--- config.mk ---
export PLATFORM = sky130hd
export DESIGN_NAME = mult_seq
export DESIGN_NICKNAME = d
export VERILOG_FILES = /design/src/rtl/mult_seq.sv
export SDC_FILE = /design/constraint.sdc
export NUM_CORES = 1
export LEC_CHECK = 0
export CORE_MARGIN = 8
export CORE_UTILIZATION = 50
export CTS_CLUSTER_SIZE = 10
export DETAILED_ROUTE_END_ITERATION = 10
export MAX_ROUTING_LAYER = met4
export PLACE_DENSITY = 0.71
export SYNTH_ARGS = -nofsm -noshare
export SYNTH_HDL_FRONTEND = slang
export SYNTH_SLANG_ARGS = --single-unit
--- constraint.sdc ---
create_clock -name clk -period 18.35 [get_ports clk]
set_clock_uncertainty 0.1 [all_clocks]
set_input_delay 3.67 -clock clk [delete_from_list [all_inputs] [get_ports clk]]
set_output_delay 3.67 -clock clk [all_outputs]
set_load 0.005 [all_outputs]
--- src/rtl/mult_seq.sv ---
// Sequential 32x32 multiplier: radix-4 shift-add over 16 cycles on operand
// magnitudes, with the sign applied to the 64-bit result at the end.
//
// state  | meaning
// -------+---------------------------------------------------------
// S_IDLE | waiting for valid; hi/lo hold the last result
// S_BUSY | one radix-4 iteration per edge, 16 edges in total
// S_DONE | hi/lo just loaded; done pulses for this single cycle
module mult_seq (
    input  logic        clk,
    input  logic        resetn,
    input  logic        valid,
    input  logic [31:0] a,
    input  logic [31:0] b,
    input  logic        is_signed,
    input  logic        flush,
    output logic [31:0] hi,
    output logic [31:0] lo,
    output logic        busy,
    output logic        done
);

    typedef enum logic [1:0] {
        S_IDLE = 2'd0,
        S_BUSY = 2'd1,
        S_DONE = 2'd2
    } state_t;

    state_t      state;
    state_t      state_nxt;
    logic        accept;
    logic        last_iter;

    logic [31:0] mcand;
    logic [31:0] mplier;
    logic        neg;
    logic [63:0] acc;
    logic [3:0]  count;

    logic [33:0] pp_digit;
    logic [63:0] pp;
    logic [63:0] acc_sum;
    logic [63:0] result;

    assign last_iter = (count == 4'd15);

    always_comb begin
        state_nxt = state;
        accept    = 1'b0;
        case (state)
            S_IDLE: begin
                if (valid) begin
                    accept    = 1'b1;
                    state_nxt = S_BUSY;
                end
            end
            S_BUSY: begin
                if (last_iter) begin
                    state_nxt = S_DONE;
                end
            end
            S_DONE:  state_nxt = S_IDLE;
            default: state_nxt = S_IDLE;
        endcase
        // flush wins over everything, including a same-edge accept
        if (flush) begin
            state_nxt = S_IDLE;
            accept    = 1'b0;
        end
    end

    always_comb begin
        pp_digit = 34'd0;
        case (mplier[1:0])
            2'd0: pp_digit = 34'd0;
            2'd1: pp_digit = {2'b00, mcand};
            2'd2: pp_digit = {1'b0, mcand, 1'b0};
            2'd3: pp_digit = {2'b00, mcand} + {1'b0, mcand, 1'b0};
            default: pp_digit = 34'd0;
        endcase
    end

    assign pp      = {30'd0, pp_digit} << {count, 1'b0};
    assign acc_sum = acc + pp;
    assign result  = neg ? (~acc_sum + 64'd1) : acc_sum;

    always_ff @(posedge clk or negedge resetn) begin
        if (!resetn) begin
            state  <= S_IDLE;
            mcand  <= 32'd0;
            mplier <= 32'd0;
            neg    <= 1'b0;
            acc    <= 64'd0;
            count  <= 4'd0;
            hi     <= 32'd0;
            lo     <= 32'd0;
        end else begin
            state <= state_nxt;
            if (accept) begin
                // 0x80000000 negates to itself, which is the correct unsigned magnitude
                mcand  <= (is_signed && a[31]) ? (~a + 32'd1) : a;
                mplier <= (is_signed && b[31]) ? (~b + 32'd1) : b;
                neg    <= is_signed & (a[31] ^ b[31]);
                acc    <= 64'd0;
                count  <= 4'd0;
            end else if (state == S_BUSY && !flush) begin
                acc    <= acc_sum;
                mplier <= {2'b00, mplier[31:2]};
                count  <= count + 4'd1;
                if (last_iter) begin
                    hi <= result[63:32];
                    lo <= result[31:0];
                end
            end
        end
    end

    assign busy = (state != S_IDLE);
    assign done = (state == S_DONE);

endmodule

==> run_results.csv <==
group,metric,value,unit
pwr,ir_drop,0.0000735,V
logic_synthesis,synth-compound-area-share,28.2,%
final_layout,stdcell_count,3012,
pwr,clkPwrFrac,14.3,%
final_layout,final_layout_size_suffix_gt1_share,5.44,%
cts,postCtsSetupBuffers,0,
routing,drt_wl_total,64800,µm
logic_synthesis,synth_cell_types,101,
logic_synthesis,yosys.area_share.simple,21.3,%
critical_path,worst-r2r-setup-slack,9370,ps
cts,cts_tree,"built",
logic_synthesis,synth_area,18900,µm²
pwr,power_frac_comb,65.3,%
place,place_inst,2980,
routing,first_pass_iters,6,
final_layout,layout_commonest_cell,"nand2_1",
timing,rsz0062_at_grt,"no",
logic_synthesis,ys_warn_count,0,
die,initial_core_util,50.5,%
pwr,power_report.internal_total,1.36,mW
logic_synthesis,synth-seq-cells,199,
critical_path,r2r_cells,27,
pwr,power.leakage,9.01,nW
routing,top_layer,"met4",
final_layout,diodes,0,
cts,cts_hold_buf,0,
cts,postCtsResizedCells,0,
grt,grt.overflow.total,0,
final_layout,fill_cells,3576,
die,fp.dieW,211,µm
die,fp.dieArea,44300,µm²
logic_synthesis,synth-edff-count,0,
hold_path,hp-class,"register to register",
cts,cts_buffer_depth,2,
critical_path,worstSetupPathType,"register to register",
routing,via_per_inst,6.26,
timing,maxSlewViolCount,0,
logic_synthesis,ys.flop_type,"dfrtp_1",
routing,met3WireLength,3750,µm
place,portBuffers,134,
place,finalWeightedCongestion,1.04,
routing,drcViolationCount,0,
cts,cts.reportedPaths.clkPinSlew,90,ps
hold_path,whs_path_depth,2,
logic_synthesis,yosysSeqAreaShare,26.3,%
pwr,p_seq_share,20.4,%
routing,drtIter0Drc,1771,
timing,finalSetupViolations,0,
final_layout,seqCellArea,4980,µm²
timing,final_hold_viol_count,0,
routing,wl_met2,30500,µm
logic_synthesis,synthCells,2460,
routing,wl_per_cell,21.5,µm
routing,vias,18900,
pwr,swShare,52.3,%
grt,grt_pass1_wl,102000,µm
hold_path,hold-path-endpoint,"hi[0]",
critical_path,critPathRequiredTime,18610,ps
grt,antenna_found_initial,0,
timing,timing.final.crit_share,48.9,%
routing,wl_met1,28400,µm
grt,grt_max_degree,120,
logic_synthesis,async_flop_share,100,%
cts,cts_buffers,17,
hold_path,hold_start,"hi[0]",
grt,grt_util_all_layers,29.6,%
pwr,power,2.85,mW
logic_synthesis,synth_fa_ha_area_share,6.76,%
final_layout,multiInputGateArea,13200,µm²
logic_synthesis,avgSynthCellArea,7.69,µm²
logic_synthesis,synth-xor-area-share,8.77,%
logic_synthesis,synthesis.nets,2630,
flow_run,drv_cap,0,
die,row_count,71,
cts,clock_sinks,199,
pwr,power.density,135,nW/µm²
critical_path,worstPathArrival,9240,ps
cts,clock-root-buffer,"clkbuf_16",
critical_path,r2r-end,"hi[31]",
logic_synthesis,muxShareOfSynthArea,4.65,%
cts,htreeDepth,4,
routing,ant_nets,0,
final_layout,area_delta_synth_final,11.7,%
critical_path,path_max_fanout,7,
die,io_pins,135,
timing,fmax,111,MHz
critical_path,r2r_start,"mcand[1]",
run_status,status,"finished, final reports clean",
die,fp.dieH,211,µm
die,core_region_area,37500,µm²
cts,clk_latency,480,ps
pwr,switchingPower,1.49,mW
grt,grt_pass1_vias,18100,
final_layout,postLayoutCoreUtil,56.4,%
place,dpl.hpwl,50100,µm
logic_synthesis,synth_top_family_by_area,"compound AO/OA/AOI/OAI gates",
timing,fin_tns_setup,0,ps
final_layout,layout.nets,2658,
final_layout,layout_common_cells,"nand2_1, o21ai_0, dfrtp_1, nor2_1, a21oi_1",
timing,tightest_slew,1060,ps
timing,relSlewSlack,29.5,%
critical_path,cp-end-kind,"register",
critical_path,setup.worst_path.start_class,"register",
timing,period_minus_slack,8980,ps
## kinds of logic (layout without fill, tap and decap cells)
kind of cell,after synthesis,count (layout)
AOI/OAI and AO/OA,825,825
muxes,83,83
and+or+nand+nor,870,870
buffers and inverters,195,236
adders and majority gates,101,101
DFF,199,199
xor gates and xnor gates,187,187
## area by class of cell
| cell class | instances | share of cell area (%) |
|---|---|---|
| multi-input combinational | 2066 | 62.5 |
| sequential | 199 | 23.6 |
| timing repair buffer | 159 | 7.25 |
| tap | 511 | 3.03 |
| clock buffer | 18 | 2.08 |
| clock inverter | 14 | 0.817 |
| inverter | 45 | 0.799 |
## state kept, by name, summed over array words and instances, names as in the netlist
name,cells
count,4
mcand,32
hi,32
lo,32
mplier,32
neg,1
acc,64
state,2
## metal layers
metal,vias up,GRT usage (%)
met2,658,47.6
li1,9035,-
met3,118,4.11
met1,9057,38.0
met5,-,-
met4,0,10.3
## critical path: stages, from the launching register on
cell,delay [ps]
dfrtp_1,450
ha_1,220
inv_1,60
fa_1,390
nor2b_1,190
o31a_1,220
o2111a_1,360
nor2_1,90
o31ai_1,420
xor2_1,120
mux2_2,280
a22oi_1,360
mux2_2,260
mux2i_1,150
o21ai_0,380
o21ai_0,250
ha_1,530
nand4_1,210
or4_1,710
a211oi_1,420
nor2_1,110
xnor2_1,220
or4_1,660
nor4bb_1,770
nand4b_1,370
o41ai_2,330
xnor2_1,150
o21ai_1,70
## power by group through the flow
stage	logic, mW	clock network (mW)	registers, mW
2_1_floorplan	1.34	0	0.554
3_3_place_gp	1.81	0	0.587
3_5_place_dp	1.82	0	0.586
4_1_cts	1.83	0.413	0.580
5_1_grt	2.02	0.429	0.590
6_report	1.86	0.407	0.581
## per-stage QoR
stage	cell area, µm²	worst slack, ps	hold slack, ps
finish	21100	9370	378
global route	21100	8960	402
CTS	21100	9520	386
detailed placement	20500	9560	369
global placement	20500	9590	354
floorplan	18900	11510	350
## worst max path at each step
stage	from	to	slack, ps	cells past startpoint
global placement	mcand[1]	hi[31]	9590	27
global route	mcand[1]	hi[31]	8960	27
finish	mcand[1]	hi[31]	9370	27
floorplan	mcand[5]	hi[30]	11510	26
detailed placement	mcand[1]	hi[31]	9560	27
CTS	mcand[1]	hi[31]	9520	27
## cell usage after synthesis (7+ instances only)
cell type  number  area, µm²
nand4_1        41        257
dfrtp_1       199       4980
ha_1           99       1240
o31ai_1        38        285
nor2_1        196        736
xnor2_1        85        744
o21ai_1        33        165
o22ai_1        11       68.8
or3_1          26        163
nand3_1        40        200
and3_1         18        113
a22oi_1         7       52.6
o31a_1          8       70.1
o211ai_1       16        120
mux2i_1        53        531
buf_2          10       50.1
nor2b_1        14       87.6
a21oi_1       167        836
a22o_1         50        438
o21bai_1       12       90.1
xor2_1        100        876
o21ai_0       237       1190
clkbuf_1      131        492
a211o_1        10       87.6
nor4_1         11       68.8
nor3_1         45        225
or2_2           8       50.1
inv_1          43        161
nand2b_1       15       93.8
o2bb2ai_1       8       70.1
a21o_1         52        390
mux2_2         29        327
nand2_1       383       1440
a211oi_1       25        188
a31oi_1        45        282
o41ai_1         7       61.3
o21a_1         18        135
and2_1         21        131
buf_1           7       26.3
Note: power is estimated with default switching activity, not from simulation.
